[config.mk]
export PLATFORM = sky130hd
export DESIGN_NAME = fetch_stage
export DESIGN_NICKNAME = d
export VERILOG_FILES = /design/src/rtl/rv32i_pkg.sv /design/src/rtl/fetch_fifo.sv /design/src/rtl/fetch_stage.sv
export SDC_FILE = /design/constraint.sdc
export NUM_CORES = 1
export LEC_CHECK = 0
export ABC_CLOCK_PERIOD_IN_PS = 6200
export CORE_MARGIN = 8
export CORE_UTILIZATION = 50
export CTS_CLUSTER_DIAMETER = 30
export CTS_CLUSTER_SIZE = 40
export DETAILED_ROUTE_END_ITERATION = 7
export PLACE_DENSITY = 0.77
export REMOVE_ABC_BUFFERS = 1
export SETUP_SLACK_MARGIN = 0.4
export SLEW_MARGIN = 20
export SYNTH_ARGS = -nofsm -noshare
export SYNTH_HDL_FRONTEND = slang
export SYNTH_HIERARCHICAL = 1
export SYNTH_SLANG_ARGS = --single-unit
[constraint.sdc]
create_clock -name i_clk -period 6.2 [get_ports i_clk]
set_input_delay 0.93 -clock i_clk [delete_from_list [all_inputs] [get_ports i_clk]]
set_output_delay 0.93 -clock i_clk [all_outputs]
set_load 0.005 [all_outputs]
[src/rtl/rv32i_pkg.sv]
// Shared RV32I definitions: base opcode constants and the immediate-format
// select codes consumed by fetch_stage and imm_gen.
package rv32i_pkg;

  localparam logic [6:0] OPC_OP_IMM = 7'b0010011;
  localparam logic [6:0] OPC_LOAD   = 7'b0000011;
  localparam logic [6:0] OPC_JALR   = 7'b1100111;
  localparam logic [6:0] OPC_SYSTEM = 7'b1110011;
  localparam logic [6:0] OPC_STORE  = 7'b0100011;
  localparam logic [6:0] OPC_BRANCH = 7'b1100011;
  localparam logic [6:0] OPC_LUI    = 7'b0110111;
  localparam logic [6:0] OPC_AUIPC  = 7'b0010111;
  localparam logic [6:0] OPC_JAL    = 7'b1101111;

  typedef enum logic [2:0] {
    IMM_I    = 3'd0,
    IMM_S    = 3'd1,
    IMM_B    = 3'd2,
    IMM_U    = 3'd3,
    IMM_J    = 3'd4,
    IMM_NONE = 3'd7
  } imm_sel_e;

  function automatic imm_sel_e imm_sel_decode(input logic [6:0] opcode);
    imm_sel_e sel;
    case (opcode)
      OPC_OP_IMM, OPC_LOAD, OPC_JALR, OPC_SYSTEM: sel = IMM_I;
      OPC_STORE:                                  sel = IMM_S;
      OPC_BRANCH:                                 sel = IMM_B;
      OPC_LUI, OPC_AUIPC:                         sel = IMM_U;
      OPC_JAL:                                    sel = IMM_J;
      default:                                    sel = IMM_NONE;
    endcase
    return sel;
  endfunction

endpackage

[src/rtl/fetch_fifo.sv]
// Instruction buffer for fetch_stage: DEPTH-entry FIFO of {pc, instruction}
// pairs with synchronous flush; push and pop may coincide when full.
module fetch_fifo #(
  parameter int unsigned DEPTH = 2
) (
  input  logic                         clk,
  input  logic                         rst_n,
  input  logic                         flush,
  input  logic                         push,
  input  logic [31:0]                  push_data,
  input  logic [31:0]                  push_pc,
  input  logic                         pop,
  output logic [$clog2(DEPTH+1)-1:0]   count,
  output logic [31:0]                  head_data,
  output logic [31:0]                  head_pc
);

  localparam int unsigned CNT_W = $clog2(DEPTH + 1);
  localparam int unsigned PTR_W = (DEPTH > 1) ? $clog2(DEPTH) : 1;
  localparam logic [PTR_W-1:0] LAST = PTR_W'(DEPTH - 1);

  logic [31:0]      data_mem [DEPTH];
  logic [31:0]      pc_mem   [DEPTH];
  logic [PTR_W-1:0] rd_ptr;
  logic [PTR_W-1:0] wr_ptr;

  function automatic logic [PTR_W-1:0] ptr_inc(input logic [PTR_W-1:0] p);
    return (p == LAST) ? '0 : p + PTR_W'(1);
  endfunction

  always_ff @(posedge clk) begin
    if (!rst_n || flush) begin
      rd_ptr <= '0;
      wr_ptr <= '0;
      count  <= '0;
    end else begin
      if (push) wr_ptr <= ptr_inc(wr_ptr);
      if (pop)  rd_ptr <= ptr_inc(rd_ptr);
      case ({push, pop})
        2'b10:   count <= count + CNT_W'(1);
        2'b01:   count <= count - CNT_W'(1);
        default: ;
      endcase
    end
  end

  always_ff @(posedge clk) begin
    if (push) begin
      data_mem[wr_ptr] <= push_data;
      pc_mem[wr_ptr]   <= push_pc;
    end
  end

  assign head_data = data_mem[rd_ptr];
  assign head_pc   = pc_mem[rd_ptr];

endmodule

[src/rtl/fetch_stage.sv]
// Instruction fetch stage: credit-limited request issue, in-order response
// buffering, redirect flush/discard. Optional FETCH_STAGE_MISALIGN_CHK_EN.
import rv32i_pkg::*;

module fetch_stage #(
  parameter logic [31:0] RESET_PC = 32'h0000_0000,
  parameter int unsigned DEPTH    = 2
) (
  input  logic        i_clk,
  input  logic        i_rst_n,
  output logic        o_imem_req,
  output logic [31:0] o_imem_addr,
  input  logic        i_imem_ready,
  input  logic        i_imem_rvalid,
  input  logic [31:0] i_imem_rdata,
  input  logic        i_redirect,
  input  logic [31:0] i_redirect_pc,
  output logic        o_valid,
  input  logic        i_ready,
  output logic [31:0] o_instruction,
  output logic [31:0] o_pc,
  output logic [2:0]  o_imm_sel
`ifdef FETCH_STAGE_MISALIGN_CHK_EN
  ,
  output logic        o_fetch_err
`endif
);

  localparam int unsigned CNT_W = $clog2(DEPTH + 1);
  localparam int unsigned SUM_W = CNT_W + 1;
  localparam logic [SUM_W-1:0] CREDITS = SUM_W'(DEPTH);

  logic [31:0]      fetch_pc;
  logic [31:0]      resp_pc;
  logic [CNT_W-1:0] in_flight;
  logic [CNT_W-1:0] discard;
  logic [CNT_W-1:0] fifo_count;
  logic             ignore_stale;
  logic             fetch_err;
  logic             misaligned;
  logic [31:0]      redirect_target;
  logic [SUM_W-1:0] credit_used;
  logic             accept;
  logic             resp_live;
  logic             resp_keep;
  logic             pop;
  logic             has_head;
  logic [31:0]      head_data;
  logic [31:0]      head_pc;

  assign redirect_target = {i_redirect_pc[31:2], 2'b00};

`ifdef FETCH_STAGE_MISALIGN_CHK_EN
  assign misaligned  = |i_redirect_pc[1:0];
  assign o_fetch_err = fetch_err;

  always_ff @(posedge i_clk) begin
    if (!i_rst_n)        fetch_err <= 1'b0;
    else if (i_redirect) fetch_err <= misaligned;
  end
`else
  logic unused_redirect_lsbs;
  assign unused_redirect_lsbs = ^i_redirect_pc[1:0];
  assign misaligned           = 1'b0;
  assign fetch_err            = 1'b0;
`endif

  assign credit_used = SUM_W'(in_flight) + SUM_W'(fifo_count);
  assign o_imem_req  = i_rst_n && !i_redirect && !fetch_err && (credit_used < CREDITS);
  assign o_imem_addr = fetch_pc;
  assign accept      = o_imem_req && i_imem_ready;

  // Responses to requests abandoned by reset are not counted in in_flight.
  assign resp_live = i_imem_rvalid && !ignore_stale;
  assign resp_keep = resp_live && (discard == '0) && !i_redirect;

  assign has_head = (fifo_count != '0);
  assign o_valid  = has_head && !i_redirect;
  assign pop      = o_valid && i_ready;

  always_ff @(posedge i_clk) begin
    if (!i_rst_n) begin
      fetch_pc     <= RESET_PC;
      resp_pc      <= RESET_PC;
      in_flight    <= '0;
      discard      <= '0;
      ignore_stale <= 1'b1;
    end else begin
      in_flight <= in_flight + CNT_W'(accept) - CNT_W'(resp_live);
      if (accept) begin
        fetch_pc     <= fetch_pc + 32'd4;
        ignore_stale <= 1'b0;
      end
      // resp_pc tracks the PC of the next response that will be kept,
      // so no per-request PC queue is needed.
      if (i_redirect) begin
        fetch_pc <= redirect_target;
        resp_pc  <= redirect_target;
        discard  <= in_flight - CNT_W'(resp_live);
      end else begin
        if (resp_keep) resp_pc <= resp_pc + 32'd4;
        if (resp_live && (discard != '0)) discard <= discard - CNT_W'(1);
      end
    end
  end

  fetch_fifo #(
    .DEPTH(DEPTH)
  ) u_fifo (
    .clk       (i_clk),
    .rst_n     (i_rst_n),
    .flush     (i_redirect),
    .push      (resp_keep),
    .push_data (i_imem_rdata),
    .push_pc   (resp_pc),
    .pop       (pop),
    .count     (fifo_count),
    .head_data (head_data),
    .head_pc   (head_pc)
  );

  assign o_instruction = has_head ? head_data : '0;
  assign o_pc          = has_head ? head_pc   : '0;
  assign o_imm_sel     = imm_sel_decode(o_instruction[6:0]);

endmodule
; Yosys cells after proc, flatten, opt, wreduce, memory -nomap -nowiden
; Memories as Yosys holds them, arrays and structs flattened. A register that Yosys moved wholly into a read port is not among the register bits.
; Cells that the tools add are included.
[op_classes]
add_sub_neg = 11
order_cmp = 1
n_eq_ne = 11
mux = 18
bitwise_logic = 1
reduce_logical = 23
[ops]
columns = cell, count
row1 = $mux 32, 6
row2 = $add 32x3->32 const B, 2
row3 = $eq 7x7->1 const B, 4
row4 = $pmux 3 s5, 1
row5 = $eq 7x5->1 const B, 2
row6 = $eq 7x6->1 const B, 2
row7 = $reduce_bool 2->1, 6
row8 = $logic_and 1x1->1, 9
row9 = $mux 1, 8
row10 = $eq 7x2->1 const B, 1
row11 = $mux 2, 2
row12 = $pmux 2 s2, 1
row13 = $reduce_or 2->1, 2
row14 = $reduce_or 4->1, 1
row15 = $sub 2x1->2, 2
row16 = $sub 2x1->2 const B, 2
row17 = $add 2x2->3, 1
row18 = $logic_not 1->1, 3
row19 = $lt 3x2->1 const B, 1
row20 = $add 1x1->1 const B, 2
row21 = $add 2x1->2, 1
row22 = $add 2x1->2 const B, 1
row23 = $eq 2x1->1 const B, 1
row24 = $eq 2x2->1 const B, 1
row25 = 3 further kinds, 3
[word_totals]
register_bits = 73
mem_bits_rw = 128
in_bits = 70
output_inout_bits = 101
elab_cells = 77
memories = 2
[memory_table]
columns = memory, depth, word_bits, read_ports, rd_ports_with_merged_regs, write_ports, line_no
row1 = u_fifo.data_mem, 2, 32, 1, 1, 1, fetch_fifo.sv:22  ; logic [31:0] data_mem [DEPTH];
row2 = u_fifo.pc_mem, 2, 32, 1, 1, 1, fetch_fifo.sv:23  ; logic [31:0] pc_mem [DEPTH];

; Longest topological paths before layout
[logic_depth]
ltp_word = 6
depth_mapped = 12
depth_no_buf = 11

; Cells and area by module
; The synthesis kept the hierarchy.
[by_module_without_submodules]
columns = module, instances, cells_per_inst, area_each_um2, seq_area_each_um2
row1 = fetch_fifo, 1, 220, 4838.4, 3943.8
row2 = fetch_stage, 1, 529, 4093.9, 1301.2

; Worst setup path after synthesis
; Ideal clock, no wire load.
[synth_path]
kind = input port to flip-flop
start = input i_redirect
end = memory u_fifo.data_mem[0][0], enable pin
setup_ns = 0.486
arrival_ns = 4.427
t_required_ns = 5.714
path_slack_ns = 1.287
stages = 6
n_path_buf = 3
path_cell_list = buf_2 -> buf_1 -> buf_1 -> nor2_1 -> inv_1 -> nor2_1
[synth_between]
elab_chain_cells = 4
[synth_rtl]
columns = item, line_no
row1 = start: declaration, fetch_stage.sv:16  ; input logic i_redirect,
row2 = $logic_not 1->1, fetch_stage.sv:75  ; assign resp_keep = resp_live && (discard == '0) && !i_redirect;
row3 = $logic_and 1x1->1, fetch_stage.sv:75
row4 = named net resp_keep, fetch_stage.sv:45  ; logic resp_keep;
row5 = $mux 1, fetch_fifo.sv:48  ; if (push) begin
row6 = $mux 1 (implied by the code), fetch_fifo.sv:49  ; data_mem[wr_ptr] <= push_data;
row7 = end: declaration, fetch_fifo.sv:22
; The timed path passes the listed nets, and every way through them passes these cells.

==> flow_summary.toml <==
[status]
status = "finished, final reports clean"

[timing]
holdWs_ns = 0.476
finalSetupTns_ns = 0
rsz0062_at_grt = "no"
maxSlewHeadroom_pct = 32.3
final.setup_skew_ns = 0.0115
period_needed_ns = 3.92
setup_viol = 0
fin_ws_ns = 2.28
fmax_mhz = 255
hold_viol_final = 0
worst_pin_slew_ns = 1.02
drv_slew = 0
fin_crit_sh_pct = 63.3

[routing]
vias = 6326
antenna_left = 0
viasPerCell = 5.51
wl_per_cell_um = 18.2
drt_pass1_iterations = 5
wirelength_um = 20900
drc = 0
drt_iter0_drc = 345

[synth]
synth_edf_count = 128
syn_area_um2 = 8930
async_reset_ff_share_pct = 0
synth-seq-area-share_pct = 58.7
synth.area.top_cells = "edfxtp_1 (43%), dfxtp_1 (16%), mux2_2 (8.1%)"
ys.flop_type = "edfxtp_1"
post-synth-top-area-cell = "edfxtp_1"
synth_top_area_share_pct = 43.0
synth_cells = 749
ys_types = 59
syn_avg_cell_area_um2 = 11.9
synth_warnings = 6
synth-seq-cells = 198

[setup_path]
critPathMaxFanout = 35
arrival_ns = 2.99
worstReg2RegStart = "u_fifo/count[0]"
cp.required_ns = 5.27
critPathLaunchType = "register"
crit_type = "reg -> out"
reg2reg_depth = 11
critPathCapture = "o_imm_sel[2]"
endpoint_kind = "primary output"
r2r_slack_ns = 2.83
reg2reg_to = "in_flight[1]"

[worst_hold_path]
holdCritStartpoint = "resp_pc[30]"
hold_class = "reg -> reg"

[place]
gp_congestion = 0.881
place_worst_setup_slack_ns = 2.20
dp_hpwl_um = 14400
port-buffer-count = 166

[clock_network]
insertion_delay_ns = 0.42
clkSinkCount = 198
clock_path_buffers = 2
cts_root_buffer = "clkbuf_16"
ctsHoldBuffers = 0
cts_buffers = 17
post_cts_buffers = 0
cts_tree = "built"
htreeDepth = 4
path_clk_slew_ns = 0.07
cts_resized = 0

[power]
power_density_nw_per_um2 = 241
p_total_uw = 2720
p_leak_uw = 0.00382
p_sw_share_pct = 21.6
p_int_uw = 2130
p_seq_share_pct = 54.4
p_clk_share_pct = 38.8
pwr-share-comb_pct = 6.8
ir_drop_uv = 199
power.switching_uw = 589

[floorplan]
die_y_um = 150
die_x_um = 150
num_rows = 49
pin_count = 171
core_area_um2 = 17700
die-area_um2 = 22400
start_util_pct = 50.4

[final_layout]
n_fill_cell = 1436
regArea_um2 = 5250
layout-drive-gt1-share_pct = 12.2
syn2layout_area_growth_pct = 26.8
insertedDiodeCount = 0
fin_nets = 984
multiInputGateArea_um2 = 3450

[global_route]
grt_max_degree = 70
overflow = 0
antenna_found_initial = 0
grtUsageTotal_pct = 18.5
grt_pass1_wl_um = 32900
grt_pass1_vias = 6384

[job]
cap_violations = 0
==> cell usage after synthesis, types with 2 or more instances <==
cell type,instances
and2_1,72
dfxtp_1,70
inv_1,10
xor2_1,28
a21o_1,2
buf_4,3
nor3_1,9
and4_1,6
or4_1,4
nand3_1,29
ha_1,7
clkbuf_1,26
o22ai_1,5
buf_1,2
o21ai_0,35
a211oi_1,7
or3_1,3
o211ai_1,4
nand4_1,22
xnor2_1,21
a21oi_1,46
nand2_1,36
a31oi_1,8
nor4_1,6
nor2b_1,4
nor2_1,33
buf_6,6
o31a_1,2
a311oi_1,4
a22oi_1,3
buf_2,4
o311ai_0,2
edfxtp_1,128
and3_1,14
mux2_2,64
==> kinds of logic after synthesis <==
family / Yosys count / synth area share, %
other: 1 / 0.0420
AO/OA/AOI/OAI: 126 / 8.32
XOR/XNOR: 49 / 4.80
multiplexers: 64 / 8.07
flip-flops: 198 / 58.7
adder cells (fa/ha/maj): 8 / 1.20
AND/OR/NAND/NOR: 250 / 15.9
buffers and inverters: 53 / 2.91
==> worst max-delay path, cell delays in order (launching register included) <==
cell             delay [ns]
dfxtp_2                0.90
mux2_2                 0.49
nor2b_1                0.15
a31oi_1                0.13
o21ai_0                0.10
or3_1                  0.34
clkdlybuf4s50_1        0.46
==> worst min path at each step <==
stage | to | slack [ns] | cells past startpoint
finish | u_fifo/pc_mem[1][30] | 0.48 | 0
global placement | ignore_stale | 0.46 | 2
CTS | u_fifo/pc_mem[1][30] | 0.49 | 0
detailed placement | u_fifo/pc_mem[0][30] | 0.48 | 0
floorplan | u_fifo/pc_mem[0][30] | 0.43 | 0
global route | u_fifo/pc_mem[1][30] | 0.50 | 0
==> cell usage in the layout (no fill, tap or decap), types with 7 or more instances in the layout <==
master / Yosys / routed
a211oi_1: 7 / 7
a21oi_1: 46 / 46
a31oi_1: 8 / 8
and2_1: 72 / 71
and3_1: 14 / 14
buf_4: 3 / 8
clkbuf_16: 0 / 18
clkdlybuf4s50_1: 0 / 166
dfxtp_1: 70 / 69
edfxtp_1: 128 / 128
ha_1: 7 / 7
inv_1: 10 / 10
mux2_2: 64 / 64
nand2_1: 36 / 36
nand3_1: 29 / 29
nand4_1: 22 / 22
nor2_1: 33 / 32
nor3_1: 9 / 9
o21ai_0: 35 / 35
xnor2_1: 21 / 21
xor2_1: 28 / 28
==> routing by layer <==
metal	GRT usage, %	vias to the layer above	routed length, um
met5	0	-	0
met1	24.0	3017	9320
met2	30.2	220	9850
met3	4.35	22	1460
li1	-	3067	-
met4	5.70	0	293
==> final cells by class <==
cell class | count | area share, %
Timing Repair Buffer | 174 | 15.2
Inverter | 12 | 0.398
Clock inverter | 9 | 0.796
Clock buffer | 23 | 4.23
Multi-Input combinational cell | 503 | 30.5
Tap cell | 229 | 2.53
Sequential cell | 198 | 46.3
==> power groups by stage <==
| stage | clock network (uW) | logic [uW] | registers [uW] |
|---|---|---|---|
| 2_1_floorplan | 0 | 75.7 | 1500 |
| 3_3_place_gp | 0 | 182 | 1510 |
| 3_5_place_dp | 0 | 184 | 1510 |
| 4_1_cts | 1080 | 187 | 1480 |
| 5_1_grt | 1130 | 205 | 1490 |
| 6_report | 1060 | 186 | 1480 |
==> per-stage QoR <==
| stage | area, um^2 | util, % | std cells |
|---|---|---|---|
| after floorplan | 8740 | - | 713 |
| after global placement | 10800 | 60.7 | 1116 |
| after detailed placement | 10800 | 60.7 | 1116 |
| after CTS | 11300 | 63.9 | 1148 |
| after global routing | 11300 | 63.9 | 1148 |
| final | 11300 | 63.9 | 1148 |
==> flip-flops by register name (all words and copies together), names as in the netlist, named ones only <==
name,cells
u_fifo/data_mem,64
u_fifo/pc_mem,64
u_fifo/count,2
u_fifo/wr_ptr,1
resp_pc,30
in_flight,2
u_fifo/rd_ptr,1
ignore_stale,1
o_imem_addr,30
discard,2
Power figures use the tool's default switching activity.
